`src/rtl/icb_dma_master.sv`:
```
// ICB block-copy initiator: reads up to FIFO_DEPTH words into a staging buffer, then writes them out.
// Runs one outstanding transaction at a time and repeats chunk by chunk until len words are moved or an error response arrives.
//
// state    | meaning
// ---------+-------------------------------------------------------
// S_IDLE   | waiting for start; command/response handshakes idle
// S_RD_CMD | read command to source pointer on the bus
// S_RD_RSP | waiting for read data, stored at rd_idx
// S_WR_CMD | write command of buffer[wr_idx] to destination pointer
// S_WR_RSP | waiting for write acknowledge
// S_FIN    | one-cycle done pulse, then back to S_IDLE
module icb_dma_master #(
    parameter int FIFO_DEPTH = 4,
    parameter int LEN_W      = 13
) (
    input  logic             clk,
    input  logic             rst_n,
    input  logic             start,
    input  logic [31:0]      src_addr,
    input  logic [31:0]      dst_addr,
    input  logic [LEN_W-1:0] len,
    output logic             busy,
    output logic             done,
    output logic             err,
    output logic             icb_cmd_valid,
    input  logic             icb_cmd_ready,
    output logic             icb_cmd_read,
    output logic [31:0]      icb_cmd_addr,
    output logic [31:0]      icb_cmd_wdata,
    output logic [3:0]       icb_cmd_wmask,
    input  logic             icb_rsp_valid,
    output logic             icb_rsp_ready,
    input  logic [31:0]      icb_rsp_rdata,
    input  logic             icb_rsp_err
);

    localparam int IDX_W = (FIFO_DEPTH > 1) ? $clog2(FIFO_DEPTH) : 1;
    localparam int CNT_W = IDX_W + 1;

    typedef enum logic [2:0] {
        S_IDLE,
        S_RD_CMD,
        S_RD_RSP,
        S_WR_CMD,
        S_WR_RSP,
        S_FIN
    } state_t;

    state_t           state_q, state_d;
    logic [31:0]      src_q, src_d;
    logic [31:0]      dst_q, dst_d;
    logic [LEN_W-1:0] rem_q, rem_d;
    logic [LEN_W-1:0] rem_dec;
    logic [CNT_W-1:0] chunk_q, chunk_d;
    // Down-counter of words left in the current read or write phase of a chunk.
    logic [CNT_W-1:0] cnt_q, cnt_d;
    logic [IDX_W-1:0] rd_idx_q, rd_idx_d;
    logic [IDX_W-1:0] wr_idx_q, wr_idx_d;
    logic             err_q, err_d;
    logic             fifo_we;
    logic [31:0]      fifo_q [FIFO_DEPTH];

    logic cmd_hs;
    logic rsp_hs;

    function automatic logic [CNT_W-1:0] chunk_of(input logic [LEN_W-1:0] words);
        if (words > LEN_W'(FIFO_DEPTH)) begin
            return CNT_W'(FIFO_DEPTH);
        end
        return words[CNT_W-1:0];
    endfunction

    assign cmd_hs  = icb_cmd_valid & icb_cmd_ready;
    assign rsp_hs  = icb_rsp_valid & icb_rsp_ready;
    assign rem_dec = rem_q - 1'b1;

    always_comb begin
        state_d  = state_q;
        src_d    = src_q;
        dst_d    = dst_q;
        rem_d    = rem_q;
        chunk_d  = chunk_q;
        cnt_d    = cnt_q;
        rd_idx_d = rd_idx_q;
        wr_idx_d = wr_idx_q;
        err_d    = err_q;
        fifo_we  = 1'b0;

        case (state_q)
            S_IDLE: begin
                if (start) begin
                    src_d    = src_addr;
                    dst_d    = dst_addr;
                    rem_d    = len;
                    err_d    = 1'b0;
                    chunk_d  = chunk_of(len);
                    cnt_d    = chunk_of(len);
                    rd_idx_d = '0;
                    state_d  = (len == '0) ? S_FIN : S_RD_CMD;
                end
            end
            S_RD_CMD: begin
                if (cmd_hs) begin
                    state_d = S_RD_RSP;
                end
            end
            S_RD_RSP: begin
                if (rsp_hs) begin
                    if (icb_rsp_err) begin
                        err_d   = 1'b1;
                        state_d = S_FIN;
                    end else begin
                        fifo_we  = 1'b1;
                        src_d    = src_q + 32'd4;
                        rd_idx_d = rd_idx_q + 1'b1;
                        if (cnt_q == CNT_W'(1)) begin
                            cnt_d    = chunk_q;
                            wr_idx_d = '0;
                            state_d  = S_WR_CMD;
                        end else begin
                            cnt_d   = cnt_q - 1'b1;
                            state_d = S_RD_CMD;
                        end
                    end
                end
            end
            S_WR_CMD: begin
                if (cmd_hs) begin
                    state_d = S_WR_RSP;
                end
            end
            S_WR_RSP: begin
                if (rsp_hs) begin
                    if (icb_rsp_err) begin
                        err_d   = 1'b1;
                        state_d = S_FIN;
                    end else begin
                        dst_d    = dst_q + 32'd4;
                        rem_d    = rem_dec;
                        wr_idx_d = wr_idx_q + 1'b1;
                        if (cnt_q == CNT_W'(1)) begin
                            if (rem_q == LEN_W'(1)) begin
                                state_d = S_FIN;
                            end else begin
                                chunk_d  = chunk_of(rem_dec);
                                cnt_d    = chunk_of(rem_dec);
                                rd_idx_d = '0;
                                state_d  = S_RD_CMD;
                            end
                        end else begin
                            cnt_d   = cnt_q - 1'b1;
                            state_d = S_WR_CMD;
                        end
                    end
                end
            end
            S_FIN: begin
                state_d = S_IDLE;
            end
            default: begin
                state_d = S_IDLE;
            end
        endcase
    end

    always_ff @(posedge clk or negedge rst_n) begin
        if (!rst_n) begin
            state_q  <= S_IDLE;
            src_q    <= '0;
            dst_q    <= '0;
            rem_q    <= '0;
            chunk_q  <= '0;
            cnt_q    <= '0;
            rd_idx_q <= '0;
            wr_idx_q <= '0;
            err_q    <= 1'b0;
        end else begin
            state_q  <= state_d;
            src_q    <= src_d;
            dst_q    <= dst_d;
            rem_q    <= rem_d;
            chunk_q  <= chunk_d;
            cnt_q    <= cnt_d;
            rd_idx_q <= rd_idx_d;
            wr_idx_q <= wr_idx_d;
            err_q    <= err_d;
        end
    end

    // Staging buffer carries no reset; it is always filled before it is read.
    always_ff @(posedge clk) begin
        if (fifo_we) begin
            fifo_q[rd_idx_q] <= icb_rsp_rdata;
        end
    end

    // Every output decodes registered state only, so command fields hold steady through stalls.
    assign icb_cmd_valid = (state_q == S_RD_CMD) || (state_q == S_WR_CMD);
    assign icb_cmd_read  = (state_q == S_RD_CMD);
    assign icb_cmd_addr  = (state_q == S_RD_CMD) ? src_q :
                           (state_q == S_WR_CMD) ? dst_q : 32'h0;
    assign icb_cmd_wdata = (state_q == S_WR_CMD) ? fifo_q[wr_idx_q] : 32'h0;
    assign icb_cmd_wmask = (state_q == S_WR_CMD) ? 4'hF : 4'h0;
    assign icb_rsp_ready = (state_q == S_RD_RSP) || (state_q == S_WR_RSP);
    assign busy          = icb_cmd_valid | icb_rsp_ready;
    assign done          = (state_q == S_FIN);
    assign err           = err_q;

    a_cmd_hold: assert property (@(posedge clk) disable iff (!rst_n)
        (icb_cmd_valid && !icb_cmd_ready) |=>
            (icb_cmd_valid && $stable(icb_cmd_addr) && $stable(icb_cmd_wdata) && $stable(icb_cmd_read)));

endmodule

```
`config.mk`:
```
export PLATFORM = sky130hd
export DESIGN_NAME = icb_dma_master
export DESIGN_NICKNAME = d
export VERILOG_FILES = /design/src/rtl/icb_dma_master.sv
export SDC_FILE = /design/constraint.sdc
export NUM_CORES = 1
export LEC_CHECK = 0
export CORE_ASPECT_RATIO = 0.9
export CORE_MARGIN = 2
export CORE_UTILIZATION = 54
export DETAILED_ROUTE_END_ITERATION = 8
export PLACE_DENSITY = 0.81
export REMOVE_ABC_BUFFERS = 1
export SLEW_MARGIN = 20
export SYNTH_ARGS = -nofsm -noshare
export SYNTH_HDL_FRONTEND = slang
export SYNTH_SLANG_ARGS = --single-unit
```
`constraint.sdc`:
```
create_clock -name clk -period 3.1 [get_ports clk]
set_clock_uncertainty 0.05 [all_clocks]
set_input_delay 0.465 -clock clk [delete_from_list [all_inputs] [get_ports clk]]
set_output_delay 0.465 -clock clk [all_outputs]
set_load 0.005 [all_outputs]
```
Yosys cells after proc, flatten, opt, wreduce, memory -nomap -nowiden:

Memories as Yosys holds them, arrays and structs flattened.
Cells that the tools add are included.

* multiplexer cells: 77
* shifts and indexed selects: 0
* div/mod/pow operators: 0
* reductions and logical operators: 18
* equal/unequal tests: 20
* bitwise operators: 3
* $add $sub $neg: 6
* multiply operators: 0
* magnitude comparators: 2

Operators with widths (count)
* $mux 32: 9
* $pmux 32 s2: 2
* $mux 3: 25
* $add 32x3->32 const B: 2
* $mux 13: 3
* $gt 13x3->1 const B: 2
* $mux 2: 13
* $pmux 13 s2: 1
* $ne 2x2->1 const B: 9
* $mux 1: 17
* $pmux 3 s5: 1
* $eq 13x1->1 const B: 1
* $logic_not 13->1: 1
* $sub 13x1->13 const B: 1
* $reduce_and 4->1: 3
* $reduce_and 6->1: 2
* $pmux 3 s3: 1
* $reduce_and 8->1: 1
* $reduce_bool 2->1: 4
* $reduce_and 7->1: 1
* $eq 3x1->1 const B: 2
* $eq 3x2->1 const B: 2
* $eq 3x3->1 const B: 2
* $ne 2x1->1 const B: 3
* other kinds (15): 18

* logic and storage cells: 136
* bits in latches: 0
* RAM bits: 128
* bits in read-only memories: 0
* memories: 1
* register bits: 91

Memories
* fifo_q: depth 4, bits a word 32, rd ports 1, clocked after Yosys merged registers in 0, wr ports 1, RTL line 61 `logic [31:0] fifo_q [FIFO_DEPTH];`

Depth between registers and ports, before layout:

* word-level depth: 14
* depth in mapped cells: 9
* mapped depth without buffers: 8

Worst setup path before layout:

No wires, ideal clock.

* path type: register -> register
* from: register state_q[1]
* to: memory fifo_q[0][0] (enable)
* cell stages (with the launch flop): 7
* arrival time: 2244 ps
* library setup time: 392 ps
* buffers on the path: 3
* clock period less this slack: 2686 ps
* setup slack: 414 ps
* path through: dfrtp_1 clkbuf_1 inv_1 nor3_1 clkbuf_1 clkbuf_1 and3_1

* cells in the longest elaborated chain, start to end: 7

Ends and longest elaborated chain
* start, declared: RTL line 49 `state_t state_q, state_d;`
* start signal, assigned: RTL line 178 `state_q <= state_d;`
* $eq 3x2->1 / $eq 3x3->1 (equally long branches): RTL line 89, 204
* $logic_or 1x1->1: RTL line 204 `assign icb_rsp_ready = (state_q == S_RD_RSP) || (state_q == S_WR_RSP);`
* $and 1x1->1: RTL line 74 `assign rsp_hs = icb_rsp_valid & icb_rsp_ready;`
* $mux 1: RTL line 108 `if (rsp_hs) begin`
* $mux 1 (*): RTL line 89 `case (state_q)`
* $mux 1 (*): RTL line 192 `if (fifo_we) begin`
* $mux 1 (not written as such) (*): RTL line 193 `fifo_q[rd_idx_q] <= icb_rsp_rdata;`
* end, declared: RTL line 61

Every way passes the cells marked *; elsewhere a longest branch is shown, timed or not.

Final worst setup path:

* from: register state_q[1]
* to: output port icb_cmd_addr[12]

* cells in the longest elaborated chain, start to end: 3

Ends and longest elaborated chain
* $eq 3x2->1: RTL line 201 `(state_q == S_WR_CMD) ? dst_q : 32'h0;`
* $mux 32: RTL line 201
* $mux 32 (*): RTL line 200 `assign icb_cmd_addr = (state_q == S_RD_CMD) ? src_q :`
* end, declared: RTL line 28 `output logic [31:0] icb_cmd_addr,`

Marked as above.

==> out/metrics.csv <==
stage,metric,value,unit
grt,initial antenna violation count,0,
yosys,sequential share of the synthesized area,54.4,%
place,Post-DP HPWL,19700,um
grt,largest net degree at the start of global routing,54,
detailed_routing,vias per cell,6.20,
yosys,Area contributors post-synth,"edfxtp_1, dfrtp_1, mux4_2, a21oi_1, nor2_1",
floorplanning,Die X-Extent,156,um
grt,first-pass GRT wire length,46400,um
floorplanning,Rows,50,
detailed_routing,DR vias,9203,
timing,fin crit period,2.91,ns
yosys,#FFs+latches synth,219,
floorplanning,core footprint,20600,sq um
critical_path,Top Family by Delay on Critical Path,buffers and inverters,
timing,Setup-failing EPs final,0,
finish,antenna diode instance count,0,
yosys,Yosys warnings,0,
finish,Layout Cells excl Fill,1484,
grt,GRT overflow,0,
timing,fin. max-slew vios,0,
critical_path,slowest cell on the critical path,dfrtp_4,
floorplanning,Initial Util,54.5,%
detailed_routing,Routed WL per cell,19.9,um
place,Post-DP Area,13500,sq um
yosys,most common cell in the netlist,edfxtp_1,
yosys,"Primary FF master, synth",edfxtp_1,
clock_tree,clock sinks,219,
pwr,pwr dens,869,nW/um^2
detailed_routing,Final ANT Viol Nets,0,
timing,part of the cycle the worst path needs,94.0,%
critical_path,crit path capture type,primary output,
finish,design area,14300,sq um
finish,share of cells above drive strength 1,10.9,%
finish,Area Overhead vs Synth,26.7,%
run_status,status,"complete, no violations",
yosys,Mapped Cells,1032,
yosys,Synth area leader,edfxtp_1,
yosys,area share of the largest cell type after synthesis,34.1,%
place,placer congestion estimate,0.891,
clock_tree,Worst-path clk slew,0.06,ns
floorplanning,die area,22000,sq um
critical_path,critical path arrival,2.40,ns
timing,RSZ-0062 raised after global routing,false,
clock_tree,CTS max path bufs,3,
clock_tree,CTS HTree Levels,1,
timing,fmax,343,MHz
yosys,Post-synth EDFFs,128,
grt,Total Routing Usage GR,26.5,%
detailed_routing,DRC viols,0,
critical_path,CP peak stage delay,0.64,ns
yosys,Mapped Avg Cell Area,10.9,sq um
yosys,async set-reset flop share out of synthesis,41.6,%
yosys,synth cell count leaders,"edfxtp_1, a21oi_1, nor2_1",
floorplanning,IO Count,189,
yosys,Yosys cell types,65,
place,I/O Buffers,188,
timing,relative slew slack,54.9,%
detailed_routing,first-pass detailed-route iteration total,5,
critical_path,WP buf/inv,2,
flow_run,maxcap violations,0,
finish,nets@finish,1334,
pwr,peak supply drop,442,uV
critical_path,R2R setup slack,0.42,ns
detailed_routing,initial DRC count,709,
clock_tree,clk_lat worst skew,0.52,ns
floorplanning,Die Y,141,um
critical_path,WP data required,2.58,ns
timing,final hold vios,0,
timing,Slew @ Worst Pin,0.677,ns
min_path,worst min path class,flip-flop to flip-flop,
detailed_routing,Post-Route WL,29500,um
grt,vias in the first global route,8678,
clock_tree,CTS Buf Count,24,
critical_path,CP Cell Sequence,buf_4 > mux2i_1 > nor2_1 > clkdlybuf4s50_1,
critical_path,Setup CP Type,flip-flop to primary output,
clock_tree,CTS tree,yes,
clock_tree,Root Buffer,clkbuf_16,
critical_path,crit-path max FO,20,
timing,setup tns final,0,ns
critical_path,Startpoint Class,flip-flop,
place,dpl cells,1435,
pwr,Leak,5.20,nW
yosys,Mapped Area,11300,sq um
-- cell usage in the layout (no fill, tap or decap), types with 5 or more instances in the layout --
cell type / synthesis / layout
clkbuf_16: 0 / 25
nand2_1: 83 / 83
mux2i_1: 36 / 36
nor2b_1: 5 / 5
mux2_2: 5 / 5
clkbuf_1: 52 / 8
buf_4: 6 / 37
a31oi_1: 7 / 7
nand4_1: 18 / 18
a211oi_1: 6 / 6
inv_1: 19 / 19
nand2b_1: 9 / 9
o21ai_0: 58 / 57
or3_1: 5 / 5
ha_1: 11 / 11
dfrtp_1: 91 / 89
nor2_1: 100 / 100
nor3_1: 17 / 14
and3_1: 52 / 52
buf_12: 0 / 5
o22a_1: 5 / 5
nor4_1: 13 / 13
o32ai_1: 5 / 5
o22ai_1: 35 / 35
a2bb2oi_1: 16 / 16
edfxtp_1: 128 / 128
nand3_1: 28 / 28
clkdlybuf4s50_1: 0 / 187
mux4_2: 32 / 32
a21oi_1: 105 / 105
-- worst reg2reg max path: stages, from the launching register on --
cell and delay (ns):
dfrtp_1 0.46, inv_1 0.13, ha_1 0.34, o21ai_1 0.13
or3b_1 0.37, a211oi_2 0.24, o2111ai_2 0.21, or4_1 0.51
a31oi_1 0.16
-- where the power goes --
group          switching, mW  internal, mW  leakage [nW]
combinational           2.67          2.45          2.64
sequential             0.870          3.72          2.20
clock                   1.11          1.57         0.360
-- metal layers --
metal	up-vias	global-route usage [%]	wire [um]
met5	-	0	0
met2	372	42.3	14200
met3	54	3.44	1930
li1	4269	-	-
met1	4508	38.4	12600
met4	0	7.97	789
-- kinds of logic (layout without fill, tap and decap cells) --
family	count (synthesis)	in the layout	share of synthesized area [%]
DFF	219	219	54.4
AOI/OAI and AO/OA	271	271	14.5
muxes	73	73	10.1
adders and majority gates	11	11	1.22
and+or+nand+nor	356	356	15.9
buffers and inverters	100	292	3.77
xor gates and xnor gates	2	2	0.156
-- cell type report --
| type | count | area (sq um) |
|---|---|---|
| clock buffers | 38 | 712 |
| clock inverters | 4 | 26.3 |
| fillers | 1494 | 6380 |
| inverters | 19 | 71.3 |
| multi-input cells | 713 | 4730 |
| flip-flops and latches | 219 | 6130 |
| well taps | 260 | 325 |
| repair buffers | 231 | 2270 |
-- final timing paths --
kind                                  from               end  cells after the start
worst max-delay path            state_q[1]  icb_cmd_addr[12]                      4
worst min-delay path              rem_q[7]          rem_q[7]                      2
worst max register to register    rem_q[0]        chunk_q[0]                      8
worst min register to register    rem_q[7]          rem_q[7]                      2
max in group asynchronous            rst_n         src_q[30]                      3
min in group asynchronous            rst_n          rem_q[5]                      2
-- metrics by stage --
stage / utilization (%) / worst slack (ns) / power, mW / hold slack (ns)
final: 69.1 / 0.185 / 12.4 / 0.451
after detailed placement: 65.2 / 0.435 / 9.64 / 0.436
after global placement: 65.2 / 0.501 / 9.49 / 0.416
after floorplan: - / -3.64 / 7.45 / 0.119
after CTS: 68.9 / 0.0410 / 12.3 / 0.450
after global routing: 69.1 / 0.0726 / 13.1 / 0.479
-- timing repair --
action,CTS,global route
buffers inserted,0,6
gates resized for setup,1,0
cloned,0,0
hold endpoints to repair,43,0
hold buffers,1,0
endpoints found under the setup margin,3,12
-- state kept, by name (all words and copies together) (netlist names) --
name,cells
dst_q,32
src_q,32
rem_q,13
cnt_q,3
fifo_q,128
rd_idx_q,2
state_q,3
wr_idx_q,2
chunk_q,3
err,1
No activity file was read; power rests on OpenSTA's default activity.
